### config.mk
export PLATFORM = sky130hd
export DESIGN_NAME = ctrl_pipe_unit
export DESIGN_NICKNAME = d
export VERILOG_FILES = /design/src/rtl/ctrl_pipe_unit.sv
export SDC_FILE = /design/constraint.sdc
export NUM_CORES = 1
export LEC_CHECK = 0
export ABC_CLOCK_PERIOD_IN_PS = 2300
export CORE_ASPECT_RATIO = 1.1
export CORE_MARGIN = 2
export CORE_UTILIZATION = 39
export DETAILED_ROUTE_END_ITERATION = 16
export GPL_TIMING_DRIVEN = 0
export PLACE_DENSITY = 0.8
export SLEW_MARGIN = 5
export SYNTH_ARGS = -nofsm -noshare
export SYNTH_HDL_FRONTEND = slang
export SYNTH_SLANG_ARGS = --single-unit
### constraint.sdc
create_clock -name clk -period 2.3 [get_ports clk]
set_clock_uncertainty 0.15 [all_clocks]
set_input_delay 0.575 -clock clk [delete_from_list [all_inputs] [get_ports clk]]
set_output_delay 0.575 -clock clk [all_outputs]
set_load 0.01 [all_outputs]
### src/rtl/ctrl_pipe_unit.sv
// Pipelined MIPS main control: ID decode, ID/EX, EX/MEM, MEM/WB control registers,
// load-use stall, branch/jump flush and memory freeze. Define CTRL_PERF_CNT_EN for stall/flush counters.
module ctrl_pipe_unit #(
   parameter int ALUOP_W = 4,
   parameter int REG_AW  = 5,
   parameter int CNT_W   = 16
) (
   input  logic               clk,
   input  logic               rst,
   input  logic [31:0]        instr_id,
   input  logic               valid_id,
   input  logic               branch_taken_ex,
   input  logic               mem_ready,
   output logic               stall,
   output logic               flush_if_id,
   output logic               jump_id,
   output logic               illegal_id,
   output logic               ex_reg_dst,
   output logic               ex_alu_src,
   output logic [ALUOP_W-1:0] ex_alu_op,
   output logic               ex_branch,
   output logic [REG_AW-1:0]  ex_dest,
   output logic               mem_read,
   output logic               mem_write,
   output logic               wb_reg_write,
   output logic               wb_mem_to_reg,
   output logic [REG_AW-1:0]  wb_dest,
   output logic [CNT_W-1:0]   stall_cnt,
   output logic [CNT_W-1:0]   flush_cnt
);

   localparam logic [5:0] OP_RTYPE = 6'b000000;
   localparam logic [5:0] OP_LW    = 6'b100011;
   localparam logic [5:0] OP_SW    = 6'b101011;
   localparam logic [5:0] OP_BEQ   = 6'b000100;
   localparam logic [5:0] OP_J     = 6'b000010;
   localparam logic [5:0] OP_ADDI  = 6'b001000;
   localparam logic [5:0] OP_ANDI  = 6'b001100;
   localparam logic [5:0] OP_ORI   = 6'b001101;
   localparam logic [5:0] OP_XORI  = 6'b001110;
   localparam logic [5:0] OP_SLTI  = 6'b001010;
   localparam logic [5:0] OP_LUI   = 6'b001111;

   typedef struct packed {
      logic               reg_dst;
      logic               alu_src;
      logic [ALUOP_W-1:0] alu_op;
      logic               branch;
      logic               mem_read;
      logic               mem_write;
      logic               reg_write;
      logic               mem_to_reg;
      logic [REG_AW-1:0]  dest;
   } ex_ctrl_t;

   typedef struct packed {
      logic               mem_read;
      logic               mem_write;
      logic               reg_write;
      logic               mem_to_reg;
      logic [REG_AW-1:0]  dest;
   } mem_ctrl_t;

   typedef struct packed {
      logic               reg_write;
      logic               mem_to_reg;
      logic [REG_AW-1:0]  dest;
   } wb_ctrl_t;

   logic [5:0]        opcode;
   logic [REG_AW-1:0] rs, rt, rd;
   logic              legal, is_j, uses_rs, uses_rt;
   logic              hazard, load_use, bubble_ex;
   logic              unused_bits;
   ex_ctrl_t          dec, ex_q;
   mem_ctrl_t         mem_q;
   wb_ctrl_t          wb_q;

   assign opcode      = instr_id[31:26];
   assign rs          = REG_AW'(instr_id[25:21]);
   assign rt          = REG_AW'(instr_id[20:16]);
   assign rd          = REG_AW'(instr_id[15:11]);
   assign unused_bits = ^instr_id[10:0];

   always_comb begin
      dec   = '0;
      legal = 1'b1;
      is_j  = 1'b0;
      case (opcode)
         OP_RTYPE: begin dec.reg_dst = 1'b1; dec.reg_write = 1'b1; dec.alu_op = ALUOP_W'(4'b0010); end
         OP_LW:    begin
            dec.alu_src = 1'b1; dec.mem_read = 1'b1; dec.mem_to_reg = 1'b1; dec.reg_write = 1'b1;
         end
         OP_SW:    begin dec.alu_src = 1'b1; dec.mem_write = 1'b1; end
         OP_BEQ:   begin dec.branch = 1'b1; dec.alu_op = ALUOP_W'(4'b0001); end
         OP_J:     is_j = 1'b1;
         OP_ADDI:  begin dec.alu_src = 1'b1; dec.reg_write = 1'b1; end
         OP_ANDI:  begin dec.alu_src = 1'b1; dec.reg_write = 1'b1; dec.alu_op = ALUOP_W'(4'b0011); end
         OP_ORI:   begin dec.alu_src = 1'b1; dec.reg_write = 1'b1; dec.alu_op = ALUOP_W'(4'b0100); end
         OP_XORI:  begin dec.alu_src = 1'b1; dec.reg_write = 1'b1; dec.alu_op = ALUOP_W'(4'b0101); end
         OP_SLTI:  begin dec.alu_src = 1'b1; dec.reg_write = 1'b1; dec.alu_op = ALUOP_W'(4'b0110); end
         OP_LUI:   begin dec.alu_src = 1'b1; dec.reg_write = 1'b1; dec.alu_op = ALUOP_W'(4'b0111); end
         default:  legal = 1'b0;
      endcase
      dec.dest = dec.reg_dst ? rd : rt;
      // Writes to $0 are discarded here so later stages never see a live $0 write.
      if (dec.dest == '0) dec.reg_write = 1'b0;
      if (!valid_id || !legal) begin
         dec  = '0;
         is_j = 1'b0;
      end
   end

   assign uses_rs = (opcode != OP_J);
   assign uses_rt = (opcode == OP_RTYPE) || (opcode == OP_SW) || (opcode == OP_BEQ);

   assign hazard = valid_id && ex_q.mem_read && (ex_q.dest != '0) &&
                   ((uses_rs && (rs == ex_q.dest)) || (uses_rt && (rt == ex_q.dest)));
   // A taken branch squashes the ID instruction, so it outranks the load-use stall.
   assign load_use    = mem_ready && !branch_taken_ex && hazard;
   assign stall       = !mem_ready || load_use;
   assign illegal_id  = valid_id && !legal;
   assign jump_id     = is_j && !stall && !branch_taken_ex;
   assign flush_if_id = mem_ready && (branch_taken_ex || jump_id);
   assign bubble_ex   = branch_taken_ex || load_use;

   always_ff @(posedge clk) begin
      if (rst) begin
         ex_q  <= '0;
         mem_q <= '0;
         wb_q  <= '0;
      end else if (mem_ready) begin
         ex_q  <= bubble_ex ? '0 : dec;
         mem_q <= '{mem_read: ex_q.mem_read, mem_write: ex_q.mem_write, reg_write: ex_q.reg_write,
                    mem_to_reg: ex_q.mem_to_reg, dest: ex_q.dest};
         wb_q  <= '{reg_write: mem_q.reg_write, mem_to_reg: mem_q.mem_to_reg, dest: mem_q.dest};
      end
   end

   assign ex_reg_dst    = ex_q.reg_dst;
   assign ex_alu_src    = ex_q.alu_src;
   assign ex_alu_op     = ex_q.alu_op;
   assign ex_branch     = ex_q.branch;
   assign ex_dest       = ex_q.dest;
   assign mem_read      = mem_q.mem_read;
   assign mem_write     = mem_q.mem_write;
   assign wb_reg_write  = wb_q.reg_write;
   assign wb_mem_to_reg = wb_q.mem_to_reg;
   assign wb_dest       = wb_q.dest;

`ifdef CTRL_PERF_CNT_EN
   logic [CNT_W-1:0] stall_q, flush_q;

   always_ff @(posedge clk) begin
      if (rst) begin
         stall_q <= '0;
         flush_q <= '0;
      end else begin
         if (load_use && (stall_q != '1))    stall_q <= stall_q + 1'b1;
         if (flush_if_id && (flush_q != '1)) flush_q <= flush_q + 1'b1;
      end
   end

   assign stall_cnt = stall_q;
   assign flush_cnt = flush_q;
`else
   assign stall_cnt = '0;
   assign flush_cnt = '0;
`endif

endmodule
==> results of run 1 <==
metrics by stage:
step                instances  hold WS (ps)
floorplan                 242           275
global placement          342           290
detailed placement        342           296
CTS                       359           311
global route              361           347
finish                    361           310
power groups by stage:
| stage | combinational (mW) | clock (mW) | sequential, mW |
|---|---|---|---|
| after floorplan | 0.136 | 0 | 0.516 |
| after global placement | 0.205 | 0 | 0.516 |
| after detailed placement | 0.207 | 0 | 0.516 |
| after CTS | 0.223 | 0.434 | 0.505 |
| after global routing | 0.255 | 0.453 | 0.504 |
| final | 0.235 | 0.433 | 0.504 |
cells by family after synthesis:
| kind of cell | after synthesis | share of synthesized area (%) |
|---|---|---|
| AO/OA/AOI/OAI | 28 | 10.0 |
| XOR/XNOR | 10 | 5.01 |
| buffers and inverters | 51 | 20.2 |
| flip-flops | 29 | 33.2 |
| multiplexers | 19 | 10.9 |
| other | 1 | 0.214 |
| AND/OR/NAND/NOR | 72 | 20.5 |
worst register-to-register path, cell delays in order (launching register included):
cell and delay, ps:
dfxtp_4 380, xor2_2 150, nor4_2 300, nand4_1 210
buf_4 190, buf_4 120, buf_4 130, nand4_4 140
o21ai_0 110
metal layers:
layer / wire length, um / track usage, % / part of all wire [%] / vias to the layer above
met4: 86 / 7.33 / 1.9 / 0
met2: 2260 / 32.5 / 50 / 84
met3: 331 / 4.54 / 7.3 / 9
met1: 1880 / 22.1 / 41 / 756
met5: 0 / 0 / 0 / -
li1: - / - / - / 831
final cells by class:
class | instances | share of cell area (%)
plain buffers | 48 | 13.6
repair buffers | 58 | 18.7
flip-flops and latches | 29 | 21.7
inverters | 3 | 0.414
multi-input cells | 162 | 39.8
clock buffers | 6 | 3.04
well taps | 54 | 2.48
clock inverters | 1 | 0.276
cell usage in the layout (no fill, tap or decap), types with 3 or more instances in the layout:
cell type and n:
nor2_1 23, inv_1 3, o31ai_1 5, dfxtp_2 4
clkbuf_8 6, o21ai_0 12, dfxtp_1 24, buf_6 7
nand3_1 4, xor2_1 7, buf_2 10, nand2_1 18
dlygate4sd2_1 4, mux2i_1 19, nand2b_1 3, conb_1 33
nor2_2 3, buf_4 52, xor2_2 3, clkdlybuf4s50_1 25
final timing paths:
check,from,end,slack [ps],cells after the start
setup / recovery,instr_id[28],stall,-120,7
hold / removal,ex_alu_op[0],ex_alu_op[0],310,2
setup reg to reg,ex_dest[4],ex_branch,300,8
hold reg to reg,ex_alu_op[0],ex_alu_op[0],310,2
timing repair:
action,in CTS,in global routing
endpoints found under the setup margin,14,4
buffers inserted,10,2
pin swaps,13,9
cloned,0,0
resized for setup,99,16
hold buffers,0,0
==> report_table.html, run 1 <==
<table>
<tr><th>Metric</th><th>Value</th></tr>
<tr><th colspan="2">Worst setup path</th></tr>
<tr><td>Critical path buffer and inverter count</td><td>3</td></tr>
<tr><td>Ordered cell list for the critical path</td><td>buf_12 &gt; and4b_2 &gt; a22o_1 &gt; nand4_4 &gt; nand3_4 &gt; buf_6 &gt; buf_6</td></tr>
<tr><td>Crit. End Element</td><td>output pin</td></tr>
<tr><td>Crit path max fanout</td><td>10</td></tr>
<tr><td>Type of element launching the critical path</td><td>primary input</td></tr>
<tr><td>Family of cells with the greatest summed delay on the critical path</td><td>simple AND/OR/NAND/NOR gates</td></tr>
<tr><td>Largest stage delay, worst path</td><td>approximately 350 ps</td></tr>
<tr><td>Most numerous cell on the critical path</td><td>buf_6</td></tr>
<tr><td>Required time of the critical path</td><td>roughly 1600 ps</td></tr>
<tr><td>Type of the worst setup path</td><td>primary input to output pin</td></tr>
<tr><td>Data arrival time at the worst-slack endpoint</td><td>around 1700 ps</td></tr>
<tr><td>Worst-path cell with the longest stage delay</td><td>and4b_2</td></tr>
<tr><th colspan="2">Pwr</th></tr>
<tr><td>Total Power Consumption</td><td>1.17 mW</td></tr>
<tr><td>Net Sw Power</td><td>~0.32 mW</td></tr>
<tr><td>Maximum ir drop on the vdd rail</td><td>between 0.0003 and 0.0004 V</td></tr>
<tr><td>Share of total power consumed by net switching</td><td>27.1%</td></tr>
<tr><td>Power share of the clock group</td><td>a little under two fifths</td></tr>
<tr><td>Cell internal pwr</td><td>0.855 mW</td></tr>
<tr><td>Power share of the sequential group</td><td>between 40% and 50%</td></tr>
<tr><td>Leakage</td><td>1.28 nW</td></tr>
<tr><td>Power per Cell Area</td><td>roughly 430 nW/um^2</td></tr>
<tr><td>Part of the power in combinational logic</td><td>20.1%</td></tr>
<tr><th colspan="2">Synth</th></tr>
<tr><td>Syn Area/Cell</td><td>between 8 and 9 um^2</td></tr>
<tr><td>Library cell with the highest instance count after synthesis</td><td>buf_4</td></tr>
<tr><td>Synth Warn #</td><td>0</td></tr>
<tr><td>Total of flip-flops plus latches after synthesis</td><td>29</td></tr>
<tr><td>Area of the mapped netlist</td><td>between 1500 and 2000 um^2</td></tr>
<tr><td>Number of flops mapped to enable cells by yosys</td><td>0</td></tr>
<tr><td>Distinct cells, synth</td><td>35</td></tr>
<tr><td>Commonest cells in the synthesized netlist</td><td>buf_4, dfxtp_1, nor2_1, mux2i_1, nand2_1</td></tr>
<tr><td>Cell types with the largest area share after synthesis</td><td>dfxtp_1, buf_4, mux2i_1</td></tr>
<tr><td>Proportion of synthesized chip area in sequential cells</td><td>about a third</td></tr>
<tr><td>Synth async-reset ratio</td><td>0%</td></tr>
<tr><td>Post-synthesis instance total</td><td>between 200 and 250</td></tr>
<tr><td>Post-synth top area share</td><td>about a third</td></tr>
<tr><td>Cell accounting for the most synthesized area</td><td>dfxtp_1</td></tr>
<tr><td>Dominant register cell in the synthesized netlist</td><td>dfxtp_1</td></tr>
<tr><th colspan="2">STA</th></tr>
<tr><td>Final setup margin</td><td>-121 ps</td></tr>
<tr><td>Highest Clock Rate</td><td>413 MHz</td></tr>
<tr><td>Final worst path period share</td><td>105%</td></tr>
<tr><td>Number of failing setup endpoints in the final timing report</td><td>2</td></tr>
<tr><td>Setup Total Neg Slack</td><td>-231 ps</td></tr>
<tr><td>Max-slew violation count</td><td>0</td></tr>
<tr><td>RSZ-0062 raised after global routing</td><td>yes</td></tr>
<tr><td>Final critical delay including setup and external delays</td><td>2420 ps</td></tr>
<tr><td>Hold violation total from the final report</td><td>0</td></tr>
<tr><th colspan="2">Layout</th></tr>
<tr><td>Post-route core utilization</td><td>between 60% and 70%</td></tr>
<tr><td>Final layout net count</td><td>roughly 340</td></tr>
<tr><td>Diode insertion count for antenna repair</td><td>0</td></tr>
<tr><td>Flip-flop count of the largest register, all copies and words added</td><td>6</td></tr>
<tr><td>Fraction of final layout cells with drive strength greater than 1</td><td>35.8%</td></tr>
<tr><td>Layout overhead on the synthesized area</td><td>55.5%</td></tr>
<tr><td>Largest reg by FF count</td><td>mem_q</td></tr>
<tr><td>Number of inserted filler cells in the final layout</td><td>approximately 360</td></tr>
<tr><td>Area of combinational cells with multiple inputs</td><td>between 1000 and 1500 um^2</td></tr>
<tr><td>Footprint of the flip-flops and latches</td><td>589 um^2</td></tr>
<tr><td>Finished layout cell area</td><td>around 2700 um^2</td></tr>
<tr><th colspan="2">GRT</th></tr>
<tr><td>Overall Global Routing Usage</td><td>between 10% and 20%</td></tr>
<tr><td>Pin count of the biggest net entering global routing</td><td>11</td></tr>
<tr><td>Global-route congestion overflow total</td><td>0</td></tr>
<tr><td>First-pass GRT wire length</td><td>a little over 7 mm</td></tr>
<tr><td>Vias in the first global route</td><td>between 1500 and 2000</td></tr>
<tr><td>Initial antenna violation count</td><td>0</td></tr>
<tr><th colspan="2">Routing</th></tr>
<tr><td>Number of vias in the routed layout</td><td>1680</td></tr>
<tr><td>First-pass detailed-route iteration total</td><td>4</td></tr>
<tr><td>Remaining DRCs</td><td>0</td></tr>
<tr><td>Antenna viol nets, final</td><td>0</td></tr>
<tr><td>Vias per inst</td><td>~4.7</td></tr>
<tr><td>Routed length per instance</td><td>between 10 and 15 um</td></tr>
<tr><td>Final Routed Wirelength</td><td>4.56 mm</td></tr>
<tr><td>Violation count after the first detailed-route iteration</td><td>62</td></tr>
<tr><th colspan="2">Placed design</th></tr>
<tr><td>RD Place Congestion</td><td>~0.85</td></tr>
<tr><td>Detailed placement HPWL</td><td>3.09 mm</td></tr>
<tr><td>Worst setup slack before clock tree synthesis</td><td>-1130 ps</td></tr>
<tr><td>Count of input and output buffers</td><td>46</td></tr>
<tr><td>Area after detailed placement</td><td>around 2400 um^2</td></tr>
<tr><th colspan="2">Clocking</th></tr>
<tr><td>Number of CTS-inserted buffers</td><td>5</td></tr>
<tr><td>Register clock-pin slew on the reported worst setup and hold paths</td><td>70 ps</td></tr>
<tr><td>TritonCTS clock tree</td><td>done</td></tr>
<tr><td>Clk_lat worst skew</td><td>roughly 290 ps</td></tr>
<tr><td>Buffers from clock root to sink, at most</td><td>2</td></tr>
<tr><td>Clock H-tree levels</td><td>2</td></tr>
<tr><td>Count of clock tree sinks</td><td>29</td></tr>
<tr><td>Root buf cell</td><td>clkbuf_8</td></tr>
<tr><th colspan="2">Floorplanning</th></tr>
<tr><td>Die area</td><td>5040 um^2</td></tr>
<tr><td>Starting density of the core</td><td>about 41%</td></tr>
<tr><td>Die outline height</td><td>between 70 and 80 um</td></tr>
<tr><td>Number of placement rows</td><td>25</td></tr>
<tr><td>Floorplan core area</td><td>~4300 um^2</td></tr>
<tr><td>I/O Pins</td><td>between 90 and 100</td></tr>
<tr><td>Die span in x</td><td>about 68 um</td></tr>
<tr><th colspan="2">Min path</th></tr>
<tr><td>Worst hold-check path type</td><td>flop to flop</td></tr>
<tr><th colspan="2">Outcome</th></tr>
<tr><td>Violated checks</td><td>negative setup slack</td></tr>
<tr><td>Run status</td><td>finished with violations</td></tr>
<tr><th colspan="2">Run</th></tr>
<tr><td>Reported max-cap violation count</td><td>0</td></tr>
</table>
No activity file was read; power rests on OpenSTA's default activity.
==> run 2: changes to the inputs <==
CAP_MARGIN = 20   (was unset)
==> results of run 2 <==
Final layout, timing and power as in run 1 (identical DEF).
==> run 3: changes to the inputs <==
RECOVER_POWER = 50   (was unset)
==> run 3 against run 2 <==
  * The run still ends with negative setup slack left
  * Critical endpoint unchanged
  * Highest routed layer unchanged
  * Global-route usage unchanged
  * Via count about the same
  * Total power about the same
  * Worst hold slack unchanged
  * Non-clock buffer count unchanged
  * Maximum frequency unchanged
  * Sequential power about the same
==> report_table.html, run 3 (same netlist as run 1, synthesis figures left out) <==
<table>
<tr><th>Metric</th><th>Value</th></tr>
<tr><th colspan="2">Worst setup path</th></tr>
<tr><td>Type of element launching the critical path</td><td>primary input</td></tr>
<tr><td>Type of the worst setup path</td><td>primary input to output pin</td></tr>
<tr><td>Data arrival time at the worst-slack endpoint</td><td>1700 ps (about the same)</td></tr>
<tr><td>Required time of the critical path</td><td>1570 ps (about the same)</td></tr>
<tr><td>Crit path max fanout</td><td>10 (unchanged)</td></tr>
<tr><td>Crit. End Element</td><td>output pin</td></tr>
<tr><th colspan="2">Floorplanning</th></tr>
<tr><td>Number of placement rows</td><td>25 (unchanged)</td></tr>
<tr><td>Die outline height</td><td>74.2 um (unchanged)</td></tr>
<tr><td>I/O Pins</td><td>94 (unchanged)</td></tr>
<tr><td>Die area</td><td>5040 um^2 (unchanged)</td></tr>
<tr><td>Floorplan core area</td><td>4320 um^2 (unchanged)</td></tr>
<tr><td>Die span in x</td><td>67.9 um (unchanged)</td></tr>
<tr><td>Starting density of the core</td><td>40.5% (unchanged)</td></tr>
<tr><th colspan="2">Clocking</th></tr>
<tr><td>Buffers from clock root to sink, at most</td><td>2 (unchanged)</td></tr>
<tr><td>Root buf cell</td><td>clkbuf_8</td></tr>
<tr><td>Clk_lat worst skew</td><td>290 ps (about the same)</td></tr>
<tr><td>Register clock-pin slew on the reported worst setup and hold paths</td><td>70 ps (about the same)</td></tr>
<tr><td>Number of CTS-inserted buffers</td><td>5 (unchanged)</td></tr>
<tr><td>Clock H-tree levels</td><td>2 (unchanged)</td></tr>
<tr><td>Count of clock tree sinks</td><td>29 (unchanged)</td></tr>
<tr><td>TritonCTS clock tree</td><td>done</td></tr>
<tr><th colspan="2">Routing</th></tr>
<tr><td>Vias per inst</td><td>4.66 (about the same)</td></tr>
<tr><td>First-pass detailed-route iteration total</td><td>4 (unchanged)</td></tr>
<tr><td>Number of vias in the routed layout</td><td>1681 (+0.060%)</td></tr>
<tr><td>Remaining DRCs</td><td>0 (unchanged)</td></tr>
<tr><td>Routed length per instance</td><td>12.6 um (about the same)</td></tr>
<tr><td>Antenna viol nets, final</td><td>0 (unchanged)</td></tr>
<tr><td>Final Routed Wirelength</td><td>4.56 mm (about the same)</td></tr>
<tr><td>Violation count after the first detailed-route iteration</td><td>62 (unchanged)</td></tr>
<tr><th colspan="2">Pwr</th></tr>
<tr><td>Maximum ir drop on the vdd rail</td><td>0.000308 V (about the same)</td></tr>
<tr><td>Leakage</td><td>1.28 nW (unchanged)</td></tr>
<tr><td>Power per Cell Area</td><td>431 nW/um^2 (about the same)</td></tr>
<tr><th colspan="2">STA</th></tr>
<tr><td>Final critical delay including setup and external delays</td><td>2420 ps (-0.00100 ps)</td></tr>
<tr><td>Hold violation total from the final report</td><td>0 (unchanged)</td></tr>
<tr><td>Highest Clock Rate</td><td>413 MHz (unchanged)</td></tr>
<tr><td>Max-slew violation count</td><td>0 (unchanged)</td></tr>
<tr><td>Setup Total Neg Slack</td><td>-231 ps (+0.00100 ps)</td></tr>
<tr><td>Final setup margin</td><td>-121 ps (+0.00100 ps)</td></tr>
<tr><td>RSZ-0062 raised after global routing</td><td>yes</td></tr>
<tr><td>Final worst path period share</td><td>105% (about the same)</td></tr>
<tr><td>Number of failing setup endpoints in the final timing report</td><td>2 (unchanged)</td></tr>
<tr><td>Hold Slack</td><td>310 ps (unchanged)</td></tr>
<tr><th colspan="2">GRT</th></tr>
<tr><td>Pin count of the biggest net entering global routing</td><td>11 (unchanged)</td></tr>
<tr><td>Global-route layer with the greatest usage</td><td>met2</td></tr>
<tr><td>Vias in the first global route</td><td>1513 (unchanged)</td></tr>
<tr><td>Initial antenna violation count</td><td>0 (unchanged)</td></tr>
<tr><td>Global-route congestion overflow total</td><td>0 (unchanged)</td></tr>
<tr><td>First-pass GRT wire length</td><td>7.08 mm (unchanged)</td></tr>
<tr><td>Met2 Use GR</td><td>32.5% (unchanged)</td></tr>
<tr><td>Overall Global Routing Usage</td><td>18.7% (unchanged)</td></tr>
<tr><td>Grt met3 use</td><td>4.54% (unchanged)</td></tr>
<tr><td>Met1 demand-to-capacity share in global routing</td><td>22.1% (unchanged)</td></tr>
<tr><th colspan="2">Placed design</th></tr>
<tr><td>Worst setup slack before clock tree synthesis</td><td>-1130 ps (unchanged)</td></tr>
<tr><td>RD Place Congestion</td><td>0.846 (unchanged)</td></tr>
<tr><td>Detailed placement HPWL</td><td>3.09 mm (unchanged)</td></tr>
<tr><td>Count of input and output buffers</td><td>46 (unchanged)</td></tr>
<tr><th colspan="2">Outcome</th></tr>
<tr><td>Run status</td><td>finished with violations</td></tr>
<tr><td>Violated checks</td><td>negative setup slack</td></tr>
<tr><th colspan="2">Layout</th></tr>
<tr><td>Flip-flop count of the largest register, all copies and words added</td><td>6 (unchanged)</td></tr>
<tr><td>Top library cells by usage in the layout, fill and taps aside</td><td>buf_4, conb_1, clkdlybuf4s50_1</td></tr>
<tr><td>Fraction of final layout cells with drive strength greater than 1</td><td>35.8% (unchanged)</td></tr>
<tr><td>Largest reg by FF count</td><td>mem_q</td></tr>
<tr><td>Layout overhead on the synthesized area</td><td>55.5% (unchanged)</td></tr>
<tr><td>Diode insertion count for antenna repair</td><td>0 (unchanged)</td></tr>
<tr><td>Final layout net count</td><td>344 (unchanged)</td></tr>
<tr><td>Most common library cell in the layout ignoring fill and taps</td><td>buf_4</td></tr>
<tr><th colspan="2">Min path</th></tr>
<tr><td>Worst hold-check path type</td><td>flop to flop</td></tr>
<tr><th colspan="2">Run</th></tr>
<tr><td>Reported max-cap violation count</td><td>0 (unchanged)</td></tr>
</table>
-- run 3: cell counts in the layout (fill, tap and decap cells not counted) --
No cell type changed its count.
-- run 3: repair_timing --
action | in CTS | in global routing
resized for setup | 99 | 16
buffers inserted | 10 | 2
pin swaps | 13 | 9
hold buffers | 0 | 0
setup endpoints to repair | 14 | 4
-- run 3: path summary, 6_finish.rpt --
| kind | startpoint | end | slack (ps) | depth (start not counted) |
|---|---|---|---|---|
| max | instr_id[28] | stall | -120 | 7 |
| min reg2reg | ex_alu_op[0] | ex_alu_op[0] | 310 | 2 |
| max reg2reg | ex_dest[4] | ex_branch | 300 | 8 |
| min | ex_alu_op[0] | ex_alu_op[0] | 310 | 2 |
-- run 3: cell type report --
cell class | count | area, um^2
Fill cell | 358 | 1600
Tap cell | 54 | 67.6
Buffer | 48 | 370
Clock buffer | 6 | 82.6
Clock inverter | 1 | 7.51
Multi-Input combinational cell | 162 | 1080
Inverter | 3 | 11.3
Timing Repair Buffer | 58 | 509
Sequential cell | 29 | 589
-- run 3: where the power goes --
| part | switching [mW] | internal, mW |
|---|---|---|
| clock network | 0.197 | 0.236 |
| registers | 0.00184 | 0.502 |
| logic | 0.118 | 0.117 |
| total | 0.317 | 0.855 |
-- run 3: stage by stage --
stage                     instances  power (mW)  util (%)  instance area, um^2
final                           361        1.17      63.0                 2720
after global routing            361        1.21      63.0                 2720
after CTS                       359        1.16      61.8                 2670
after detailed placement        342       0.723      56.6                 2440
after global placement          342       0.721      56.6                 2440
after floorplan                 242       0.652         -                 1920
-- run 3: critical path, cell delays in order --
cell,delay [ps]
buf_12,120
and4b_2,350
a22o_1,220
nand4_4,120
nand3_4,120
buf_6,100
buf_6,90
-- run 3: metal layers --
| metal | wire (um) | vias up |
|---|---|---|
| li1 | - | 832 |
| met4 | 86 | 0 |
| met3 | 331 | 9 |
| met2 | 2260 | 84 |
| met5 | 0 | - |
| met1 | 1880 | 756 |
